$ cat config.mk
export PLATFORM = sky130hd
export DESIGN_NAME = audio_fifo_arbiter
export DESIGN_NICKNAME = d
export VERILOG_FILES = /design/src/rtl/audio_fifo_pkg.sv /design/src/rtl/fifo_level_tracker.sv /design/src/rtl/audio_fifo_arbiter.sv
export SDC_FILE = /design/constraint.sdc
export NUM_CORES = 1
export LEC_CHECK = 0
export CAP_MARGIN = 20
export CORE_ASPECT_RATIO = 1.25
export CORE_UTILIZATION = 26
export CTS_BUF_LIST = sky130_fd_sc_hd__clkbuf_2 sky130_fd_sc_hd__clkbuf_4 sky130_fd_sc_hd__clkbuf_8
export CTS_CLUSTER_DIAMETER = 120
export CTS_CLUSTER_SIZE = 14
export DETAILED_ROUTE_END_ITERATION = 8
export PLACE_DENSITY = 0.89
export SETUP_SLACK_MARGIN = 0.2
export SYNTH_ARGS = -nofsm -noshare
export SYNTH_HDL_FRONTEND = slang
export SYNTH_SLANG_ARGS = --single-unit
$ cat constraint.sdc
create_clock -name clk -period 3.3 [get_ports clk]
set_clock_uncertainty 0.15 [all_clocks]
set_input_delay 0.66 -clock clk [delete_from_list [all_inputs] [get_ports clk]]
set_output_delay 0.66 -clock clk [all_outputs]
set_load 0.05 [all_outputs]
$ cat src/rtl/audio_fifo_pkg.sv
// audio_fifo_pkg
//   Shared types and constants for the audio fifo arbiter slice.
//   chan_t  : channel tag carried in the top bit of each fifo word.
//   state_t : playback FSM states.
//   TAG_BIT : position of the channel tag in a word at the default sample width.
package audio_fifo_pkg;

    typedef enum logic {
        CH_L = 1'b0,
        CH_R = 1'b1
    } chan_t;

    typedef enum logic {
        S_FILL   = 1'b0,
        S_STREAM = 1'b1
    } state_t;

    localparam int SAMPLE_WIDTH_DEF = 24;
    localparam int TAG_BIT          = SAMPLE_WIDTH_DEF;

    // The tag always sits just above the sample, whatever the sample width.
    function automatic int tag_pos(input int sample_width);
        return sample_width;
    endfunction

endpackage

$ cat src/rtl/fifo_level_tracker.sv
// fifo_level_tracker
//   Up/down occupancy counter that mirrors the external fifo count.
//   Ports:
//     clk      in   system clock
//     reset    in   synchronous, active-high reset
//     inc_i    in   a word is written this cycle
//     dec_i    in   a word is popped this cycle
//     level_o  out  tracked occupancy, 0..2**ADDR_WIDTH
module fifo_level_tracker #(
    parameter int ADDR_WIDTH = 3
) (
    input  logic                clk,
    input  logic                reset,
    input  logic                inc_i,
    input  logic                dec_i,
    output logic [ADDR_WIDTH:0] level_o
);

    localparam logic [ADDR_WIDTH:0] DEPTH   = (ADDR_WIDTH+1)'(2**ADDR_WIDTH);
    localparam logic [ADDR_WIDTH:0] LVL_ONE = (ADDR_WIDTH+1)'(1);

    logic [ADDR_WIDTH:0] level_q, level_d;

    // Simultaneous write and pop cancel out. The bounds guards keep the
    // counter from wrapping even if an upstream block misbehaves.
    always_comb begin
        level_d = level_q;
        if (inc_i && !dec_i && level_q != DEPTH) begin
            level_d = level_q + LVL_ONE;
        end else if (dec_i && !inc_i && level_q != '0) begin
            level_d = level_q - LVL_ONE;
        end
    end

    always_ff @(posedge clk) begin
        if (reset) begin
            level_q <= '0;
        end else begin
            level_q <= level_d;
        end
    end

    always_ff @(posedge clk) begin
        if (!reset) begin
            assert (!(inc_i && !dec_i && level_q == DEPTH));
            assert (!(dec_i && !inc_i && level_q == '0));
        end
    end

    assign level_o = level_q;

endmodule

$ cat src/rtl/audio_fifo_arbiter.sv
// audio_fifo_arbiter
//   Round-robin write arbiter for left/right audio samples into one shared
//   first-word-fall-through fifo, with a start watermark before playback and a
//   valid/ready stream to one consumer.
//   Build option: define ARB_STALL_STATS_EN to count blocked-request cycles on
//   stall_count; otherwise stall_count is a constant zero.
//   Ports:
//     clk, reset                 clock, synchronous active-high reset
//     req_l/data_l, req_r/data_r producer requests and samples
//     gnt_l, gnt_r               sample accepted this cycle
//     fifo_wr, fifo_w_data       fifo write strobe and {chan, sample}
//     fifo_full, fifo_empty      fifo status
//     fifo_rd, fifo_r_data       fifo pop strobe and head word
//     out_valid/out_ready        downstream handshake
//     out_data, out_chan         head sample and its channel tag
//     level                      tracked occupancy
//     underrun                   one-cycle pulse when streaming runs dry
//     stall_count                blocked-request cycle counter
//
//   state    | meaning
//   ---------+-----------------------------------------------------------
//   S_FILL   | collecting samples, output held off until START_LEVEL words
//   S_STREAM | presenting the fifo head to the consumer
module audio_fifo_arbiter
    import audio_fifo_pkg::*;
#(
    parameter int SAMPLE_WIDTH = SAMPLE_WIDTH_DEF,
    parameter int ADDR_WIDTH   = 3,
    parameter int START_LEVEL  = 4
) (
    input  logic                    clk,
    input  logic                    reset,
    input  logic                    req_l,
    input  logic [SAMPLE_WIDTH-1:0] data_l,
    input  logic                    req_r,
    input  logic [SAMPLE_WIDTH-1:0] data_r,
    output logic                    gnt_l,
    output logic                    gnt_r,
    output logic                    fifo_wr,
    output logic [SAMPLE_WIDTH:0]   fifo_w_data,
    input  logic                    fifo_full,
    input  logic                    fifo_empty,
    output logic                    fifo_rd,
    input  logic [SAMPLE_WIDTH:0]   fifo_r_data,
    input  logic                    out_ready,
    output logic                    out_valid,
    output logic [SAMPLE_WIDTH-1:0] out_data,
    output logic                    out_chan,
    output logic [ADDR_WIDTH:0]     level,
    output logic                    underrun,
    output logic [15:0]             stall_count
);

    localparam int                  TAG_POS   = tag_pos(SAMPLE_WIDTH);
    localparam logic [ADDR_WIDTH:0] START_LVL = (ADDR_WIDTH+1)'(START_LEVEL);

    state_t state_q, state_d;
    chan_t  prio_q, prio_d;
    logic   underrun_q, underrun_d;

    // Write arbitration. Full blocks every grant, even when a pop in the same
    // cycle would make room; that keeps the grant path off the pop path.
    always_comb begin
        gnt_l  = 1'b0;
        gnt_r  = 1'b0;
        prio_d = prio_q;
        if (!reset && !fifo_full) begin
            if (req_l && (!req_r || prio_q == CH_L)) begin
                gnt_l = 1'b1;
            end else if (req_r) begin
                gnt_r = 1'b1;
            end
        end
        if (gnt_l) begin
            prio_d = CH_R;
        end else if (gnt_r) begin
            prio_d = CH_L;
        end
    end

    assign fifo_wr                        = gnt_l | gnt_r;
    assign fifo_w_data[TAG_POS]           = gnt_r;
    assign fifo_w_data[SAMPLE_WIDTH-1:0]  = gnt_r ? data_r : data_l;

    // Read side is a direct pass-through of the fall-through head.
    assign out_valid = !reset && (state_q == S_STREAM) && !fifo_empty;
    assign out_chan  = fifo_r_data[TAG_POS];
    assign out_data  = fifo_r_data[SAMPLE_WIDTH-1:0];
    assign fifo_rd   = out_valid & out_ready;

    fifo_level_tracker #(
        .ADDR_WIDTH (ADDR_WIDTH)
    ) u_level (
        .clk     (clk),
        .reset   (reset),
        .inc_i   (fifo_wr),
        .dec_i   (fifo_rd),
        .level_o (level)
    );

    // Watermark compare uses the registered level, so streaming starts one
    // cycle after the level register reaches START_LEVEL. A write landing on
    // an empty fifo keeps streaming alive rather than bouncing through FILL.
    always_comb begin
        state_d    = state_q;
        underrun_d = 1'b0;
        case (state_q)
            S_FILL: begin
                if (level >= START_LVL) begin
                    state_d = S_STREAM;
                end
            end
            S_STREAM: begin
                if (fifo_empty && !fifo_wr) begin
                    state_d    = S_FILL;
                    underrun_d = 1'b1;
                end
            end
            default: state_d = S_FILL;
        endcase
    end

    always_ff @(posedge clk) begin
        if (reset) begin
            state_q    <= S_FILL;
            prio_q     <= CH_L;
            underrun_q <= 1'b0;
        end else begin
            state_q    <= state_d;
            prio_q     <= prio_d;
            underrun_q <= underrun_d;
        end
    end

    assign underrun = underrun_q;

`ifdef ARB_STALL_STATS_EN
    logic [15:0] stall_q, stall_d;

    always_comb begin
        stall_d = stall_q;
        if ((req_l | req_r) && fifo_full && stall_q != 16'hFFFF) begin
            stall_d = stall_q + 16'd1;
        end
    end

    always_ff @(posedge clk) begin
        if (reset) begin
            stall_q <= 16'h0000;
        end else begin
            stall_q <= stall_d;
        end
    end

    assign stall_count = stall_q;
`else
    assign stall_count = 16'h0000;
`endif

endmodule

==> metrics.yaml, run 1 <==
grt_setup_unrepaired: "no"
cts-root-buf: "clkbuf_8"
pre_cts_ws_ns: 0.0823
clock_tree_from_tritoncts: "done"
critPathCaptureType: "primary output"
seq_area_frac_synth_pct: 12.0
hpwlAfterDp_mm: 3.43
worst_ir_drop_vdd_mv: 0.248
synth_area_per_cell_um2: 8.75
final_antenna_net_count: 0
holdBufCountCts: 0
global_route.overflow_total: 0
finalHoldWorstSlack_ns: 0.374
cp_data_required_time_ns: 2.49
drive_gt1_share_pct: 26.7
port_buffers: 89
yosysWarningCount: 0
worst_case_register_to_register_setup_slack_ns: 0.77
post_dp_cell_area_um2: 1930
worst-slew-pin-transition_ns: 0.507
report.power.total_mw: 0.606
drt_iter0_drc: 52
fp.dieH_um: 77.1
worst_setup_path_start_kind: "primary input"
gp_congestion: 0.790
horizontal_die_dimension_um: 62.1
worst_slew_margin_rel_pct: 66.1
drv_cap: 0
cp_data_arrival_time_ns: 2.17
min_path_type: "reg2reg"
drcViolationCount: 0
setup_viol: 0
final-hold-violation-count: 0
power-per-cell-area_nw_per_um2: 294
cts_num_sinks: 7
synth_seq_cells: 7
clock_latency_ns: 0.23
status: "completed"
achievable-frequency_mhz: 335
worst-setup-path-type: "in2out"
fillerInstances: 384
power.static_leakage_nw: 0.858
wire_length_of_the_first_global_routing_pass_mm: 5.79
report.final.slew_viol_count: 0
fp.dieArea_um2: 4780
grt_antenna_before_repair: 0
first_pass_iters: 5
number_of_cts_inserted_buffers: 3
initial_core_util_pct: 27.9
syn_inst: 134
gr-usage-all-layers_pct: 16.7
route.final.wire_length_mm: 4.39
drt-wirelength-per-cell_um: 16.7
htreeDepth: 1
placeableCoreArea_um2: 4200
route.detailed.vias_per_inst: 4.68
critical_path_peak_fanout: 6
grt_pass1_vias: 1194
io_pins: 156
fin_setup_tns_ns: 0
diodes: 0
num_rows: 26
final_nets: 290
period_share_pct: 90.4
mappedNetlistArea_um2: 1170
fin_ws_ns: 0.318
clkSlewWorstSetupHoldPaths_ns: 0.04
timing.final.crit_period_ns: 2.98
vias: 1227
clock_tree.buffer_depth: 2
synth_cell_types: 45
area_growth_syn_to_layout_pct: 75.5
layout.cell_area.non_filler_um2: 2060
grt_max_degree: 14
-- kinds of logic (layout without fill, tap and decap cells) --
group           after synthesis  after routing  synth area share [%]
compound gates               16             16                  9.18
xor+xnor                      1              1                 0.747
fa+ha+maj                     3              3                  3.84
buf+inv                      49            104                  29.6
flops                         7              7                  12.0
mux                          24             24                  23.1
other cells                   1             16                 0.320
simple gates                 33             35                  21.3
-- final timing paths --
check	from	end	cells after the start
min reg2reg	prio_q	prio_q	2
max reg2reg	u_level.level_o[3]	u_level.level_o[3]	7
max	fifo_full	fifo_w_data[15]	5
min	prio_q	prio_q	2
-- layout make-up --
type / count / area (um^2) / area share, %
clock buffers: 4 / 48.8 / 2.37
inverters: 4 / 17.5 / 0.852
well taps: 56 / 70.1 / 3.41
repair buffers: 96 / 998 / 48.5
multi-input cells: 95 / 782 / 38.0
flip-flops and latches: 7 / 140 / 6.81
-- per-layer routing --
layer | vias up | share of wire, % | wire length (um) | global-route usage [%]
li1 | 568 | - | - | -
met1 | 562 | 31 | 1380 | 15.0
met2 | 91 | 48 | 2130 | 29.4
met3 | 6 | 19 | 838 | 12.0
met4 | 0 | 0.93 | 41 | 2.67
met5 | - | 0 | 0 | 0
-- synth_stat cells (all sizes together) --
library cell | n | area share [%]
nand2 | 3 | 0.96
dfxtp | 7 | 12
fa | 1 | 1.7
nand4 | 2 | 1.1
nor4b | 1 | 0.75
nor2b | 2 | 1.1
o22ai | 1 | 0.53
nand2b | 1 | 0.53
mux2 | 24 | 23
conb | 1 | 0.32
xnor2 | 1 | 0.75
or2 | 2 | 1.3
and3 | 2 | 1.1
a21oi | 5 | 2.1
nor3b | 1 | 0.64
or4b | 1 | 0.85
ha | 2 | 2.1
inv | 4 | 1.5
a21boi | 1 | 0.64
a311oi | 1 | 0.75
or3 | 1 | 0.53
o211ai | 1 | 0.64
buf | 45 | 28
a2111oi | 1 | 1.3
o21ai | 4 | 1.7
and4b | 1 | 0.85
nand4bb | 1 | 2.3
a221oi | 1 | 0.75
nor2 | 3 | 1.2
and4 | 1 | 0.75
nand3 | 3 | 2.3
a211o | 1 | 0.75
and3b | 1 | 0.75
or4 | 2 | 1.3
and2 | 1 | 0.53
nor3 | 4 | 2.6
-- layout by cell type, fill, tap and decap left out, drive strengths merged, types with 2 or more instances in the layout --
cell type | Yosys | routed
clkbuf | 0 | 4
inv | 4 | 4
nor2 | 3 | 3
mux2 | 24 | 24
dfxtp | 7 | 7
clkdlybuf4s50 | 0 | 57
buf | 45 | 37
and3 | 2 | 2
o21ai | 4 | 4
dlymetal6s2s | 0 | 2
conb | 1 | 16
nor3 | 4 | 4
ha | 2 | 2
nand3 | 3 | 5
or2 | 2 | 2
or4 | 2 | 2
nand4 | 2 | 2
nand2 | 3 | 3
a21oi | 5 | 5
nor2b | 2 | 2
-- stage by stage --
stage	std cells	util, %
floorplan	149	-
global placement	252	46.1
detailed placement	252	46.1
CTS	257	47.8
global route	262	49.0
finish	262	49.0
-- state kept, by name, summed over array words and instances (netlist names) --
name and flops:
u_level.level_o 4, prio_q 1, underrun 1, state_q 1
-- timing repair --
| action | CTS | global route |
|---|---|---|
| gates cloned | 1 | 1 |
| pin swaps | 2 | 3 |
| gates resized for setup | 3 | 3 |
| setup buffers | 0 | 4 |
| endpoints found under the setup margin | 24 | 15 |
-- power by group --
| group | internal, mW | switching, mW | total (mW) |
|---|---|---|---|
| Clock | 0.0920 | 0.0391 | 0.131 |
| Sequential | 0.0922 | 0.0127 | 0.105 |
| Combinational | 0.154 | 0.216 | 0.370 |
-- worst max-delay path, stage by stage --
cell             delay [ns]
clkdlybuf4s50_1        0.46
nor2_4                 0.22
nand3_2                0.23
mux2_1                 0.39
buf_4                  0.20
Note: power is estimated with default switching activity, not from simulation.
==> inputs of run 2 (changes only) <==
--- a/config.mk
+++ b/config.mk
@@ -6,7 +6,7 @@
 export NUM_CORES = 1
 export LEC_CHECK = 0
 export CAP_MARGIN = 20
-export CORE_ASPECT_RATIO = 1.25
+export CORE_ASPECT_RATIO = 1.75
 export CORE_UTILIZATION = 26
 export CTS_BUF_LIST = sky130_fd_sc_hd__clkbuf_2 sky130_fd_sc_hd__clkbuf_4 sky130_fd_sc_hd__clkbuf_8
 export CTS_CLUSTER_DIAMETER = 120
@@ -17,3 +17,4 @@
 export SYNTH_ARGS = -nofsm -noshare
 export SYNTH_HDL_FRONTEND = slang
 export SYNTH_SLANG_ARGS = --single-unit
+export TNS_END_PERCENT = 30
==> run 2 against run 1 <==
  * Clock power is essentially flat
  * Hold slack improved by 0.0052 ns
  * Critical endpoint is now fifo_w_data[3]
  * Final cell count fell by 4.2%
  * First-iteration DRC count fell by 75%
  * Non-clock buffer count shrank 4
  * Largest power group unchanged
  * Critical path type unchanged
==> metrics.yaml, run 2 (same netlist as run 1, synthesis figures left out) <==
final_nets: 284
number_of_cts_inserted_buffers: 3
power-per-cell-area_nw_per_um2: 298
worst_setup_path_start_kind: "primary input"
horizontal_die_dimension_um: 52.8
layout.cell_area.non_filler_um2: 1950
critical_path_peak_fanout: 25
io_pins: 156
drt_iter0_drc: 13
final_common_cell: "clkdlybuf4s50_1"
cp_data_arrival_time_ns: 2.23
route.detailed.vias_per_inst: 4.92
cp_data_required_time_ns: 2.49
area_growth_syn_to_layout_pct: 66.6
critPathCaptureType: "primary output"
fin_setup_tns_ns: 0
route.final.wire_length_mm: 4.12
num_rows: 32
htreeDepth: 1
timing.final.crit_period_ns: 3.04
worst-setup-path-type: "in2out"
drv_cap: 0
power.static_leakage_nw: 0.806
final_antenna_net_count: 0
largest_register_ffs: 4
commonest_cells_after_routing_fill_and_taps_aside: "clkdlybuf4s50_1, buf_4, mux2_1, conb_1, buf_12"
drt-wirelength-per-cell_um: 16.4
period_share_pct: 92.2
cts_num_sinks: 7
drive_gt1_share_pct: 23.5
port_buffers: 89
vias: 1234
final-hold-violation-count: 0
report.final.slew_viol_count: 0
grt_pass1_vias: 1212
achievable-frequency_mhz: 329
clock_latency_ns: 0.24
clock_tree.buffer_depth: 2
placeableCoreArea_um2: 4360
setup_viol: 0
worst_ir_drop_vdd_mv: 0.247
first_pass_iters: 4
drcViolationCount: 0
global_route.overflow_total: 0
diodes: 0
fp.dieH_um: 90.8
fp.dieArea_um2: 4790
hpwlAfterDp_mm: 3.45
wire_length_of_the_first_global_routing_pass_mm: 5.78
post_dp_cell_area_um2: 1890
gp_congestion: 0.815
initial_core_util_pct: 26.9
grt_antenna_before_repair: 0
clock_tree_from_tritoncts: "done"
gr-usage-all-layers_pct: 17.1
grt_setup_unrepaired: "no"
utilization_pct: 44.8
clkSlewWorstSetupHoldPaths_ns: 0.04
finalHoldWorstSlack_ns: 0.379
status: "completed"
min_path_type: "reg2reg"
cts-root-buf: "clkbuf_8"
grt_max_degree: 26
==> run 2: changes by cell type in the layout (fill, tap and decap cells not counted), moves of 2 or more <==
cell	change
dlymetal6s2s_1	-2
clkdlybuf4s50_1	+2
buf_4	-2
buf_12	-2
==> run 2: path summary, 6_finish.rpt <==
kind | startpoint | to | slack, ns | depth (start not counted)
min reg2reg | prio_q | prio_q | 0.38 | 2
max | fifo_full | fifo_w_data[3] | 0.26 | 6
max reg2reg | u_level.level_o[3] | u_level.level_o[3] | 0.72 | 7
min | prio_q | prio_q | 0.38 | 2
==> run 2: power breakdown <==
group	switching, mW	leakage (nW)	internal, mW	total, mW
clock network	0.0454	0.0255	0.0824	0.128
registers	0.0134	0.0575	0.0921	0.106
logic	0.205	0.723	0.144	0.348
==> run 2: layout make-up <==
type / instances / area [um^2]
clock buffer: 3 / 41.3
clock inverter: 1 / 5.00
fill: 410 / 2410
inverter: 4 / 17.5
multi-input combinational: 93 / 747
sequential: 7 / 140
tap: 51 / 63.8
timing repair buffer: 92 / 938
==> run 2: layer usage <==
metal	part of all wire, %	GRT usage, %	up-vias
li1	-	-	554
met5	0	0	-
met4	3.6	10.3	0
met3	20	9.43	19
met2	49	30.4	103
met1	27	13.4	558
==> run 2: metrics by stage <==
step	total power, mW	setup slack, ns	instances
global route	0.610	0.208	251
global placement	0.451	0.145	246
finish	0.581	0.258	251
floorplan	0.409	0.449	149
detailed placement	0.453	0.0933	246
CTS	0.587	0.244	251
==> run 2: what timing repair did <==
item,4_1_cts,5_1_grt
hold buffers,0,0
resized for setup,1,0
endpoints found under the setup margin,24,0
endpoints found under the hold margin,0,0
setup buffers,1,0
==> run 2: worst max-delay path, stage by stage <==
cell and delay [ns]:
clkdlybuf4s50_1 0.53, nor2_4 0.19, nand3_4 0.09, buf_12 0.17, mux2_1 0.37, buf_4 0.21
